<file path="src/rtl/decode_pkg.sv">
// Shared decode definitions: format bits, primary opcodes, opcode classification and the
// queue entry layout used by the format-decode front end.
package decode_pkg;

   localparam int unsigned AddrWidth   = 64;
   localparam int unsigned InstrWidth  = 32;
   localparam int unsigned PidWidth    = 20;
   localparam int unsigned TidWidth    = 16;
   localparam int unsigned MajIdWidth  = 64;
   localparam int unsigned OpcodeSize  = 6;
   localparam int unsigned FormatWidth = 23;

   localparam logic [FormatWidth-1:0] FmtI   = 23'h000001;
   localparam logic [FormatWidth-1:0] FmtB   = 23'h000002;
   localparam logic [FormatWidth-1:0] FmtXl  = 23'h000004;
   localparam logic [FormatWidth-1:0] FmtDx  = 23'h000008;
   localparam logic [FormatWidth-1:0] FmtSc  = 23'h000010;
   localparam logic [FormatWidth-1:0] FmtD   = 23'h000020;
   localparam logic [FormatWidth-1:0] FmtDs  = 23'h001000;
   localparam logic [FormatWidth-1:0] FmtDq  = 23'h002000;
   localparam logic [FormatWidth-1:0] FmtXx2 = 23'h200000;
   localparam logic [FormatWidth-1:0] FmtXx3 = 23'h400000;

   // Multi-format class masks for the opcodes that decode to more than one format.
   localparam logic [FormatWidth-1:0] MaskExt = 23'd3776;
   localparam logic [FormatWidth-1:0] MaskRld = 23'd393216;
   localparam logic [FormatWidth-1:0] MaskVmx = 23'd114688;
   localparam logic [FormatWidth-1:0] MaskFps = 23'd1049408;
   localparam logic [FormatWidth-1:0] MaskFp  = 23'd1575744;

   localparam logic [OpcodeSize-1:0] OpVmx   = 6'd4;
   localparam logic [OpcodeSize-1:0] OpAddi  = 6'd14;
   localparam logic [OpcodeSize-1:0] OpAddis = 6'd15;
   localparam logic [OpcodeSize-1:0] OpBc    = 6'd16;
   localparam logic [OpcodeSize-1:0] OpSc    = 6'd17;
   localparam logic [OpcodeSize-1:0] OpB     = 6'd18;
   localparam logic [OpcodeSize-1:0] OpCr    = 6'd19;
   localparam logic [OpcodeSize-1:0] OpRld   = 6'd30;
   localparam logic [OpcodeSize-1:0] OpExt   = 6'd31;
   localparam logic [OpcodeSize-1:0] OpLwz   = 6'd32;
   localparam logic [OpcodeSize-1:0] OpStfdu = 6'd55;
   localparam logic [OpcodeSize-1:0] OpLq    = 6'd56;
   localparam logic [OpcodeSize-1:0] OpLd    = 6'd58;
   localparam logic [OpcodeSize-1:0] OpFps   = 6'd59;
   localparam logic [OpcodeSize-1:0] OpVsx   = 6'd60;
   localparam logic [OpcodeSize-1:0] OpStd   = 6'd62;
   localparam logic [OpcodeSize-1:0] OpFp    = 6'd63;

   typedef struct packed {
      logic [InstrWidth-1:0]  instruction;
      logic [AddrWidth-1:0]   address;
      logic [PidWidth-1:0]    pid;
      logic [TidWidth-1:0]    tid;
      logic [MajIdWidth-1:0]  maj_id;
      logic [FormatWidth-1:0] format;
      logic                   illegal;
   } entry_t;

   function automatic logic [FormatWidth-1:0] opcode_to_format(input logic [OpcodeSize-1:0] op);
      logic [FormatWidth-1:0] mask;
      mask = '0;
      case (op) inside
         OpB:                             mask = FmtI;
         OpBc:                            mask = FmtB;
         OpCr:                            mask = FmtXl | FmtDx;
         OpSc:                            mask = FmtSc;
         OpAddi, OpAddis, [OpLwz:OpStfdu]: mask = FmtD;
         OpExt:                           mask = MaskExt;
         OpRld:                           mask = MaskRld;
         OpLd, OpStd:                     mask = FmtDs;
         OpLq:                            mask = FmtDq;
         OpVmx:                           mask = MaskVmx;
         OpFps:                           mask = MaskFps;
         OpFp:                            mask = MaskFp;
         OpVsx:                           mask = FmtXx2 | FmtXx3;
         default:                         mask = '0;
      endcase
      return mask;
   endfunction

endpackage

</file>
<file path="src/rtl/format_classifier.sv">
// Combinational primary-opcode to format-mask table; an opcode matching no format is illegal.
module format_classifier
   import decode_pkg::*;
(
   input  logic [OpcodeSize-1:0]  opcode_i,
   output logic [FormatWidth-1:0] format_o,
   output logic                   illegal_o
);

   always_comb begin
      format_o  = opcode_to_format(opcode_i);
      illegal_o = ~|format_o;
   end

endmodule

</file>
<file path="src/rtl/decode_format_queue.sv">
// In-order instruction queue between fetch and the format decoders; entries are classified on
// enqueue and presented first-word fall-through under a valid/ready/stall handshake.
module decode_format_queue
   import decode_pkg::*;
#(
   parameter int unsigned addressWidth            = AddrWidth,
   parameter int unsigned instructionWidth        = InstrWidth,
   parameter int unsigned PidSize                 = PidWidth,
   parameter int unsigned TidSize                 = TidWidth,
   parameter int unsigned instructionCounterWidth = MajIdWidth,
   parameter int unsigned opcodeSize              = OpcodeSize,
   parameter int unsigned formatWidth             = FormatWidth,
   parameter int unsigned queueDepth              = 4
) (
   input  logic                               clock_i,
   input  logic                               reset_i,
   input  logic                               enable_i,
   input  logic                               flush_i,
   input  logic                               stall_i,
   input  logic                               valid_i,
   output logic                               ready_o,
   input  logic [instructionWidth-1:0]        instruction_i,
   input  logic [addressWidth-1:0]            instructionAddress_i,
   input  logic [PidSize-1:0]                 instructionPid_i,
   input  logic [TidSize-1:0]                 instructionTid_i,
   input  logic [instructionCounterWidth-1:0] instructionMajId_i,
   output logic                               valid_o,
   output logic [formatWidth-1:0]             instFormat_o,
   output logic                               illegal_o,
   output logic [instructionWidth-1:0]        instruction_o,
   output logic [addressWidth-1:0]            instructionAddress_o,
   output logic [PidSize-1:0]                 instructionPid_o,
   output logic [TidSize-1:0]                 instructionTid_o,
   output logic [instructionCounterWidth-1:0] instructionMajId_o,
   output logic [$clog2(queueDepth):0]        count_o
);

   localparam int unsigned PtrW = $clog2(queueDepth);
   localparam int unsigned CntW = PtrW + 1;

   entry_t                 mem_q [queueDepth];
   logic   [PtrW-1:0]      wptr_q, rptr_q;
   logic   [CntW-1:0]      count_q;
   logic   [FormatWidth-1:0] in_format;
   logic                   in_illegal;
   entry_t                 in_entry, head;
   logic                   push, pop;

   // Opcode sits in the most-significant bits (big-endian bit numbering 0..5).
   format_classifier u_classifier (
      .opcode_i  (instruction_i[instructionWidth-1 -: opcodeSize]),
      .format_o  (in_format),
      .illegal_o (in_illegal)
   );

   assign ready_o = (count_q < CntW'(queueDepth));
   assign valid_o = (count_q != '0);
   assign push    = enable_i & valid_i & ready_o & ~flush_i;
   assign pop     = enable_i & valid_o & ~stall_i & ~flush_i;

   always_comb begin
      in_entry             = '0;
      in_entry.instruction = instruction_i;
      in_entry.address     = instructionAddress_i;
      in_entry.pid         = instructionPid_i;
      in_entry.tid         = instructionTid_i;
      in_entry.maj_id      = instructionMajId_i;
      in_entry.format      = in_format;
      in_entry.illegal     = in_illegal;
   end

   always_ff @(posedge clock_i) begin
      if (reset_i) begin
         for (int i = 0; i < int'(queueDepth); i++) mem_q[i] <= '0;
         wptr_q  <= '0;
         rptr_q  <= '0;
         count_q <= '0;
      end else if (flush_i) begin
         wptr_q  <= '0;
         rptr_q  <= '0;
         count_q <= '0;
      end else begin
         if (push) begin
            mem_q[wptr_q] <= in_entry;
            wptr_q        <= wptr_q + 1'b1;
         end
         if (pop) rptr_q <= rptr_q + 1'b1;
         if (push && !pop)      count_q <= count_q + 1'b1;
         else if (pop && !push) count_q <= count_q - 1'b1;
      end
   end

   assign head                 = mem_q[rptr_q];
   assign instFormat_o         = head.format;
   assign illegal_o            = head.illegal;
   assign instruction_o        = head.instruction;
   assign instructionAddress_o = head.address;
   assign instructionPid_o     = head.pid;
   assign instructionTid_o     = head.tid;
   assign instructionMajId_o   = head.maj_id;
   assign count_o              = count_q;

endmodule

</file>
<file path="config.mk">
export PLATFORM = sky130hd
export DESIGN_NAME = decode_format_queue
export DESIGN_NICKNAME = d
export VERILOG_FILES = /design/src/rtl/decode_pkg.sv /design/src/rtl/format_classifier.sv /design/src/rtl/decode_format_queue.sv
export SDC_FILE = /design/constraint.sdc
export NUM_CORES = 1
export LEC_CHECK = 0
export ABC_AREA = 0
export ABC_CLOCK_PERIOD_IN_PS = 6750
export CORE_MARGIN = 3
export CORE_UTILIZATION = 30
export DETAILED_ROUTE_END_ITERATION = 10
export SETUP_SLACK_MARGIN = 0.05
export SLEW_MARGIN = 25
export SYNTH_ARGS = -nofsm -noshare
export SYNTH_HDL_FRONTEND = slang
export SYNTH_SLANG_ARGS = --single-unit
</file>
<file path="constraint.sdc">
create_clock -name clock_i -period 6.75 [get_ports clock_i]
set_input_delay 1.0125 -clock clock_i [delete_from_list [all_inputs] [get_ports clock_i]]
set_output_delay 1.0125 -clock clock_i [all_outputs]
set_load 0.02 [all_outputs]
</file>
== Yosys cells after proc, flatten, opt, wreduce, memory -nomap -nowiden ==
Memories as Yosys holds them, arrays and structs flattened. A register that Yosys moved wholly into a read port is not among the register bits.
Cells that the tools add are included.

* Logic and storage cells: 73
* Memories kept: 1
* Input port bits: 202
* Output and inout port bits: 225
* RAM bits: 880
* Register bits after elaboration: 7

* Multiplexer cells: 26
* Reduce and logical (&&, ||, !) cells: 13
* Bitwise gates (word level): 8
* Equal/unequal tests: 15
* Order comparisons: 3
* $add $sub $neg: 4

{| class="wikitable"
|+ Memory list
! name !! words !! width !! rd ports !! clocked after memory_dff !! write ports !! RTL line !! source
|-
| mem_q || 4 || 220 || 1 || 1 || 4 || decode_format_queue.sv:41 || <nowiki>entry_t mem_q [queueDepth];</nowiki>
|}

{| class="wikitable"
|+ Operator list
! cell !! count
|-
| 23-bit two-way mux || 13
|-
| 220-bit two-way mux || 1
|-
| 220-bit OR reduction || 1
|-
| 6-bit by 5-bit equality test with 1-bit output (second input constant) || 6
|-
| 6-bit equality test (second input constant) || 6
|-
| 23-bit OR reduction || 1
|-
| 6-bit by 4-bit equality test with 1-bit output (second input constant) || 2
|-
| 1-bit two-way mux || 7
|-
| 1-bit AND || 6
|-
| 6-bit by 3-bit equality test with 1-bit output (second input constant) || 1
|-
| 6-bit greater-or-equal comparator (second input constant) || 1
|-
| 6-bit <= comparator (second input constant) || 1
|-
| 2-bit two-way mux || 3
|-
| 3-bit two-way mux || 2
|-
| 2-bit by 1-bit adder with 2-bit output (second input constant) || 2
|-
| 2-bit OR reduction || 2
|-
| 3-bit by 1-bit adder with 3-bit output (second input constant) || 1
|-
| 1-bit logical AND || 3
|-
| 1-bit zero test || 3
|-
| 3-bit less-than comparator (second input constant) || 1
|-
| 3-bit nonzero test || 1
|-
| 3-bit OR reduction || 1
|-
| 3-bit by 1-bit subtractor with 3-bit output (second input constant) || 1
|-
| 1-bit inverter || 2
|-
| 2-bit nonzero test || 1
|}

== Logic depth before layout (Yosys ltp) ==
Gate-level depths: netlist of run 1.

* Depth after elaboration: 17
* Mapped depth: 9

== Hierarchy ==
Synthesis of run 1 repeated with hierarchy kept, for this count alone.

* Cells, all modules: 2228
* Area, all modules: 38414.3 µm²

{| class="wikitable"
|+ Modules (own cells, without submodules)
! module !! instances !! area an instance (µm²) !! cells an instance !! sequential area each (µm²)
|-
| decode_format_queue || 1 || 38112.8 || 2180 || 26605.5
|-
| format_classifier || 1 || 301.5 || 48 || 0.0
|}

== Least setup slack after synthesis of run 1 ==
Ideal clock, no wire load.

* Path type: input -> register
* Start: input flush_i
* End: memory mem_q[0][0] (netlist name), enable pin
* Cell stages on the path: 4
* Buffers on the path: 0
* Data required time: 6139 ps
* Setup slack: -261 ps
* Arrival time: 6400 ps
* Path through: nand4bb_4 > inv_2 > nand3_1 > nand2b_1

{| class="wikitable"
|+ RTL lines
! what !! RTL line !! source
|-
| start, declared || decode_format_queue.sv:18 || <nowiki>input logic flush_i,</nowiki>
|-
| end, declared || decode_format_queue.sv:41 ||
|}

==> results of run 1 <==
==> cell usage after synthesis, types with 2 or more instances <==
library cell / n / area share [%]
nor2b_1: 4 / 0.068
inv_1: 5 / 0.051
nor3_1: 10 / 0.14
a21oi_1: 6 / 0.081
o21ai_0: 3 / 0.041
and4_1: 2 / 0.047
nor4_1: 5 / 0.084
nand2b_1: 5 / 0.084
buf_4: 17 / 0.34
and3_1: 4 / 0.068
nor2_1: 58 / 0.59
nand2_1: 15 / 0.15
or3_1: 2 / 0.034
buf_1: 5 / 0.051
clkbuf_2: 26 / 0.35
and2_1: 785 / 13
nand4_1: 2 / 0.034
dfxtp_1: 9 / 0.49
buf_6: 28 / 0.85
mux4_2: 212 / 13
edfxtp_1: 848 / 69
buf_2: 30 / 0.41
xor2_1: 2 / 0.047
or2_2: 2 / 0.034
nand3_1: 5 / 0.068
clkbuf_1: 51 / 0.52
==> power groups by stage <==
stage / Sequential [W] / Combinational, W / Clock, W
2_1_floorplan: 0.00621 / 0.000355 / 0
3_3_place_gp: 0.00620 / 0.000817 / 0
3_5_place_dp: 0.00621 / 0.000816 / 0
4_1_cts: 0.00610 / 0.000821 / 0.00532
5_1_grt: 0.00611 / 0.000854 / 0.00553
6_report: 0.00609 / 0.000799 / 0.00517
==> logic make-up after synthesis <==
| family | count (synthesis) | synth area share, % |
|---|---|---|
| flops | 857 | 69.2 |
| compound gates | 15 | 0.253 |
| simple gates | 907 | 14.9 |
| mux | 213 | 12.9 |
| xor+xnor | 2 | 0.0473 |
| buf+inv | 163 | 2.58 |
| fa+ha+maj | 2 | 0.0878 |
==> cell type report <==
cell class                      instances  area [um^2]
Clock inverter                         60          578
Timing Repair Buffer                  468         4780
Inverter                                6         22.5
Fill cell                           11300        76100
Antenna cell                            1         2.50
Tap cell                             1625         2030
Sequential cell                       857        25700
Clock buffer                          118         2550
Multi-Input combinational cell       1139        10500
==> critical path, cell delays in order, from the launching register on <==
cell and delay, ns:
dfxtp_4 0.83, buf_12 0.49, mux4_2 0.62, clkdlybuf4s50_1 0.64
==> state kept, by name, summed over array words and instances, names as in the netlist, named ones only <==
name     flops
mem_q      848
count_o      3
rptr_q       2
wptr_q       2
==> stage by stage <==
step           utilization, %  setup slack [ns]  area [um^2]
2_1_floorplan               -              2.09        37100
3_3_place_gp             35.2              2.26        43000
3_5_place_dp             35.2              2.28        43000
4_1_cts                  37.7              2.22        46100
5_1_grt                  37.7              2.16        46100
6_report                 37.7              2.40        46100
==> worst min path at each step <==
stage	end	cells past startpoint
finish	register	2
global route	rptr_q[1]	2
CTS	register	2
detailed placement	register	2
global placement	register	2
floorplan	register	2
==> metal layers <==
layer  track usage (%)  up-vias  part of all wire (%)
met1              18.8     9846                    42
li1                  -     8867                     -
met2              24.2      506                    50
met3              3.50      126                   6.4
met5                 0        -                 0.082
met4              3.37       10                   1.9
==> flow_summary.yaml, run 1 <==
run_status:
  status: "completed"
floorplan:
  die_height_um: 357
  die_area_um2: 128000
  pin_count: 427
  die_width_um: 357
  core-area_um2: 122000
  rows: 128
  start_util_pct: 30.3
clocking:
  numCtsBuffers: 98
  cts_hold_buf: 0
  tritoncts: "built"
  cts_resized: 0
  cts_num_sinks: 857
  cts_buffer_depth: 3
  path_clk_slew_ns: 0.06
  root_buffer: "clkbuf_16"
  clkLatencyLatePin_ns: 0.67
  post_cts_buffers: 0
  htreeDepth: 3
grt:
  grt_pass1_wl_mm: 138
  grt_max_degree: 118
  grt_pass1_vias: 20600
  gr-total-overflow: 0
  grt_use_total_pct: 14.4
  antenna_found_initial: 11
critical_path:
  cp.required_ns: 5.74
  rr_worst_depth: 4
  rr_startpoint: "count_o[2]"
  worst-setup-path-type: "reg -> out"
  critPathCaptureType: "output pin"
  r2r_end: "mem_q[2][112]"
  worstSetupStartpointType: "register"
  cp_max_fo: 61
  rrSetupSlack_ns: 3.46
  cp-endpoint: "instructionAddress_o[26]"
  worst_ep_arrival_time_ns: 3.34
detailed_routing:
  drt_pass1_iterations: 5
  ant_nets: 0
  vias: 19400
  drt_iter0_drc: 1433
  wl_mm: 92.2
  vias_per_cell: 4.53
  drc: 0
  wire_per_inst_um: 21.6
sta:
  fmax_mhz: 230
  max_slew.worst_pin.slew_ns: 1.10
  rsz0062_at_grt: "no"
  skew_ns: 0.0238
  slew_headroom_pct: 26.4
  min_period_ns: 4.35
  setup-tns-final_ns: 0
  hold_violations: 0
  period_share_pct: 64.5
  whs_ns: 0.499
  slew_violations: 0
  setup_viol: 0
placed_design:
  port_buffers: 426
  dp_hpwl_mm: 53.8
  finalWeightedCongestion: 0.734
  placedCellCount: 4095
final_layout:
  drive_above_1_share_pct: 15.4
  layout_commonest_cell: "edfxtp_1"
  layout.nets: 2774
  area_growth_pct: 24.5
  layout.cells.non_filler: 4274
  layout_common_cells: "edfxtp_1, and2_1, clkdlybuf4s50_1"
power:
  seq_power_share_pct: 50.5
  leakage_nw: 16.0
  power.density_nw_per_um2: 262
  p_int_w: 0.00939
  p_clk_share_pct: 42.9
  vdd_drop_max_uv: 191
  power.total_w: 0.0121
  p_comb_share_pct: 6.6
  switchingPower_w: 0.00268
  p_sw_share_pct: 22.2
yosys:
  synth.distinct_cells: 44
  ys_warn_count: 0
  netlist_area_um2: 37000
  synth_area_per_cell_um2: 17.2
  ys_seq_elements: 857
  syn_nets: 2363
  synthFlopType: "edfxtp_1"
  synthCells: 2159
  ys_seq_area_share_pct: 69.2
  synth_edf_count: 848
  async_reset_ff_share_pct: 0
min_path:
  min_from: "rptr_q[1]"
  min_path_type: "reg -> reg"
run:
  drv_cap: 0
No activity file was read; power rests on OpenSTA's default activity.
==> run 2, diff against run 1 <==
--- a/config.mk
+++ b/config.mk
@@ -6,7 +6,7 @@
 export NUM_CORES = 1
 export LEC_CHECK = 0
 export ABC_AREA = 0
-export ABC_CLOCK_PERIOD_IN_PS = 6750
+export ABC_CLOCK_PERIOD_IN_PS = 3610
 export CORE_MARGIN = 3
 export CORE_UTILIZATION = 30
 export DETAILED_ROUTE_END_ITERATION = 10
==> constraint.sdc (replaced) <==
create_clock -name clock_i -period 3.61 [get_ports clock_i]
set_input_delay 0.5415 -clock clock_i [delete_from_list [all_inputs] [get_ports clock_i]]
set_output_delay 0.5415 -clock clock_i [all_outputs]
set_load 0.02 [all_outputs]
==> run 2 against run 1 <==
Clock skew rose by 0.00092 ns; sequential power rose by 87%; critical path depth rose by 1; final cell count rose by 1.8%; combinational power rose by 96%; routed wire length rose by 3.7%; highest routed layer unchanged.
==> flow_summary.yaml, run 2 (synthesis results as in run 1) <==
final_layout:
  largest_reg_flops: 848
  largest-register: "mem_q"
  layout.nets: 2851
  drive_above_1_share_pct: 17.7
  area_growth_pct: 27.0
  layout_common_cells: "edfxtp_1, and2_1, clkdlybuf4s50_1"
  layout_commonest_cell: "edfxtp_1"
  fin_area_um2: 47000
  layout.cells.non_filler: 4349
  utilization_pct: 38.5
critical_path:
  rrSetupSlack_ns: 1.36
  cp.buffers_inverters: 3
  crit_chain: "buf_12 > buf_4 > mux4_2 > clkdlybuf4s50_1"
  critPathCaptureType: "output pin"
  cp.required_ns: 3.07
  rr_worst_depth: 9
  cp-endpoint: "instructionAddress_o[31]"
  cp_num_cells: 4
  cp_max_fo: 25
  slowest_delay_ns: 0.56
  cpLargestDelayFamily: "buffers and inverters"
  worstSetupStartpointType: "register"
  critPathSlowestCell: "clkdlybuf4s50_1"
  worst-setup-path-type: "reg -> out"
  worst_ep_arrival_time_ns: 2.83
  rr_startpoint: "count_o[0]"
  r2r_end: "count_o[2]"
grt:
  grt_pass1_vias: 21000
  grt_use_total_pct: 14.9
  antenna_found_initial: 11
  grt_max_degree: 95
  grt_pass1_wl_mm: 141
  gr-total-overflow: 0
floorplan:
  die_width_um: 357
  core-area_um2: 122000
  rows: 128
  die_area_um2: 128000
  start_util_pct: 30.3
  pin_count: 427
  die_height_um: 357
run:
  drv_cap: 0
detailed_routing:
  drt_pass1_iterations: 5
  drt_iter0_drc: 1434
  vias_per_cell: 4.54
  wire_per_inst_um: 22.0
  ant_nets: 0
  wl_mm: 95.6
  drc: 0
  vias: 19800
clocking:
  cts_num_sinks: 857
  clkLatencyLatePin_ns: 0.67
  root_buffer: "clkbuf_16"
  tritoncts: "built"
  htreeDepth: 3
  cts_buffer_depth: 3
  numCtsBuffers: 94
  path_clk_slew_ns: 0.06
power:
  vdd_drop_max_uv: 313
  power.total_w: 0.0225
  power.density_nw_per_um2: 478
  leakage_nw: 16.5
placed_design:
  port_buffers: 426
  finalWeightedCongestion: 0.768
  dpl_cell_area_um2: 44000
  placedCellCount: 4176
  dp_hpwl_mm: 62.1
sta:
  skew_ns: 0.0247
  min_period_ns: 3.37
  slew_violations: 0
  rsz0062_at_grt: "no"
  hold_violations: 0
  slew_headroom_pct: 53.8
  max_slew.worst_pin.slew_ns: 0.692
  setup-tns-final_ns: 0
  setup_viol: 0
  period_share_pct: 93.3
  fmax_mhz: 297
min_path:
  min_path_type: "reg -> reg"
run_status:
  status: "completed"
## run 2: per-stage QoR
stage	hold slack, ns	setup WS, ns
6_report	0.487	0.240
5_1_grt	0.501	0.0505
4_1_cts	0.489	0.0689
3_5_place_dp	0.476	0.712
3_3_place_gp	0.464	0.748
2_1_floorplan	0.453	0.523
## run 2: what timing repair did
action	in CTS	in global routing
gates resized for setup	1	0
setup endpoints to repair	1	0
hold buffers	0	0
setup buffers	0	0
## run 2: worst min-delay path by stage
stage	startpoint	endpoint	depth (start not counted)
floorplan	rptr_q[1]	register	2
global placement	rptr_q[1]	register	2
detailed placement	rptr_q[1]	register	2
CTS	rptr_q[1]	register	2
global route	rptr_q[1]	register	2
finish	rptr_q[1]	register	2
## run 2: area by class of cell
class	count	area, um^2
Fill cell	11300	75200
Clock inverter	53	586
Clock buffer	112	2420
Tap cell	1625	2030
Timing Repair Buffer	549	5800
Antenna cell	8	20.0
Sequential cell	857	25700
Inverter	6	22.5
Multi-Input combinational cell	1139	10500
## run 2: power by group
group	switching (W)	internal, W
sequential	0.000100	0.0113
combinational	0.000828	0.000741
clock	0.00399	0.00551
total	0.00492	0.0175
## run 2: routing by layer
metal / wire length [um] / GRT usage (%) / vias to the layer above
met3: 5500 / 3.16 / 132
met1: 39300 / 19.0 / 10100
met5: 55 / 0 / -
met2: 48500 / 25.3 / 461
li1: - / - / 9025
met4: 2230 / 4.58 / 8
## run 2: worst min-delay path, cell delays in order (launching register included)
cell and delay, ns:
dfxtp_1 0.31, o31ai_1 0.06, a21oi_1 0.07
==> run 3, diff against run 2 <==
--- a/config.mk
+++ b/config.mk
@@ -10,7 +10,9 @@
 export CORE_MARGIN = 3
 export CORE_UTILIZATION = 30
 export DETAILED_ROUTE_END_ITERATION = 10
+export REMOVE_ABC_BUFFERS = 1
 export SETUP_SLACK_MARGIN = 0.05
+export SKIP_LAST_GASP = 1
 export SLEW_MARGIN = 25
 export SYNTH_ARGS = -nofsm -noshare
 export SYNTH_HDL_FRONTEND = slang
==> run 3 against run 2 <==
Critical path depth is the same; via count is 1.0% higher; cell area rose by 0.17%; non-clock buffer count rose by 15; core utilization up 0.065 points; global-route usage barely moved; hold slack improved by 0.0039 ns; clock skew down 0.0037 ns; total power down 1.1%; critical endpoint is now instructionMajId_o[55]; largest cell class unchanged; highest routed layer unchanged.
==> flow_summary.yaml, run 3 (synthesis results as in run 1) <==
run_status:
  status: "completed"
power:
  seq_power_share_pct: 51.3
  p_comb_share_pct: 7.0
  power.density_nw_per_um2: 472
  p_clk_share_pct: 41.7
  switchingPower_w: 0.00488
  leakage_nw: 16.5
  vdd_drop_max_uv: 351
  p_sw_share_pct: 21.9
  p_int_w: 0.0174
floorplan:
  pin_count: 427
  die_height_um: 357
  die_width_um: 357
  rows: 128
  start_util_pct: 30.3
  core-area_um2: 122000
  die_area_um2: 128000
critical_path:
  rr_startpoint: "count_o[0]"
  worst_ep_arrival_time_ns: 2.83
  worstSetupStartpointType: "register"
  cp.required_ns: 3.07
  r2r_end: "count_o[2]"
  critPathCaptureType: "output pin"
  rrSetupSlack_ns: 1.35
  cp-endpoint: "instructionMajId_o[55]"
  rr_worst_depth: 9
  cp_max_fo: 22
  worst-setup-path-type: "reg -> out"
sta:
  fmax_mhz: 297
  slew_violations: 0
  max_slew.worst_pin.slew_ns: 0.676
  min_period_ns: 3.37
  slew_headroom_pct: 54.9
  hold_violations: 0
  rsz0062_at_grt: "no"
  period_share_pct: 93.4
  setup_viol: 0
  skew_ns: 0.0210
  whs_ns: 0.491
clocking:
  numCtsBuffers: 94
  tritoncts: "built"
  path_clk_slew_ns: 0.06
  cts_num_sinks: 857
  post_cts_buffers: 0
  root_buffer: "clkbuf_16"
  htreeDepth: 3
  cts_buffer_depth: 3
  cts_hold_buf: 0
  clkLatencyLatePin_ns: 0.66
  cts_resized: 0
final_layout:
  layout.cells.non_filler: 4381
  layout_commonest_cell: "edfxtp_1"
  layout.nets: 2866
  area_growth_pct: 27.2
  largest_reg_flops: 848
  drive_above_1_share_pct: 17.9
  layout_common_cells: "edfxtp_1, and2_1, clkdlybuf4s50_1"
  largest-register: "mem_q"
detailed_routing:
  wl_mm: 94.3
  drc: 0
  vias_per_cell: 4.56
  drt_iter0_drc: 1547
  wire_per_inst_um: 21.5
  ant_nets: 0
  drt_pass1_iterations: 5
  vias: 20000
grt:
  grt_pass1_wl_mm: 141
  gr-total-overflow: 0
  antenna_found_initial: 9
  grt_use_total_pct: 14.8
  grt_max_degree: 78
  grt_pass1_vias: 21500
placed_design:
  finalWeightedCongestion: 0.749
  placedCellCount: 4191
  dp_hpwl_mm: 61.8
  port_buffers: 426
min_path:
  min_path_type: "reg -> reg"
run:
  drv_cap: 0
-- run 3: cell count changes in the layout (fill, tap and decap cells not counted), sizes merged --
cell      previous run  this run
buf                123       138
clkinv              35        48
diode                8        13
bufinv              10         6
clkbuf             112       114
clkinvlp             4         5
-- run 3: critical path, cell delays in order (launching register included) --
cell and delay (ns):
dfxtp_4 0.43, buf_12 0.23, buf_4 0.27, mux4_2 0.52, clkdlybuf4s50_1 0.67
-- run 3: worst min path at each step --
stage / slack [ns] / from / end / depth (start not counted)
2_1_floorplan: 0.45 / rptr_q[1] / register / 2
3_3_place_gp: 0.48 / rptr_q[1] / register / 2
3_5_place_dp: 0.47 / rptr_q[1] / register / 2
4_1_cts: 0.49 / rptr_q[1] / register / 2
5_1_grt: 0.51 / rptr_q[1] / register / 2
6_report: 0.49 / rptr_q[1] / register / 2
-- run 3: power groups by stage --
stage	Clock, W	Sequential (W)	Combinational, W
3_5_place_dp	0	0.0116	0.00159
3_3_place_gp	0	0.0116	0.00159
5_1_grt	0.00996	0.0114	0.00167
4_1_cts	0.00955	0.0114	0.00160
2_1_floorplan	0	0.0117	0.000631
6_report	0.00928	0.0114	0.00156
-- run 3: metal layers --
metal / track usage [%] / up-vias / part of all wire [%]
li1: - / 9068 / -
met2: 24.2 / 532 / 49
met3: 3.39 / 113 / 6.4
met5: 0 / - / 0.021
met1: 19.8 / 10300 / 43
met4: 4.03 / 2 / 2.0
-- run 3: final cells by class --
type	count	area, um^2
Fill cell	11300	75100
Sequential cell	857	25700
Multi-Input combinational cell	1139	10500
Timing Repair Buffer	564	5900
Clock buffer	114	2470
Tap cell	1625	2030
Clock inverter	63	505
Antenna cell	13	32.5
Inverter	6	22.5
-- run 3: stage by stage --
stage	worst slack (ns)	instance area (um^2)	total power, W	utilization [%]	setup TNS (ns)
global placement	0.678	44100	0.0132	36.1	0
CTS	0.126	47100	0.0225	38.5	0
finish	0.240	47100	0.0222	38.6	0
global route	0.0976	47100	0.0231	38.5	0
detailed placement	0.672	44100	0.0132	36.1	0
floorplan	-6.76	36100	0.0123	-	-3553.12
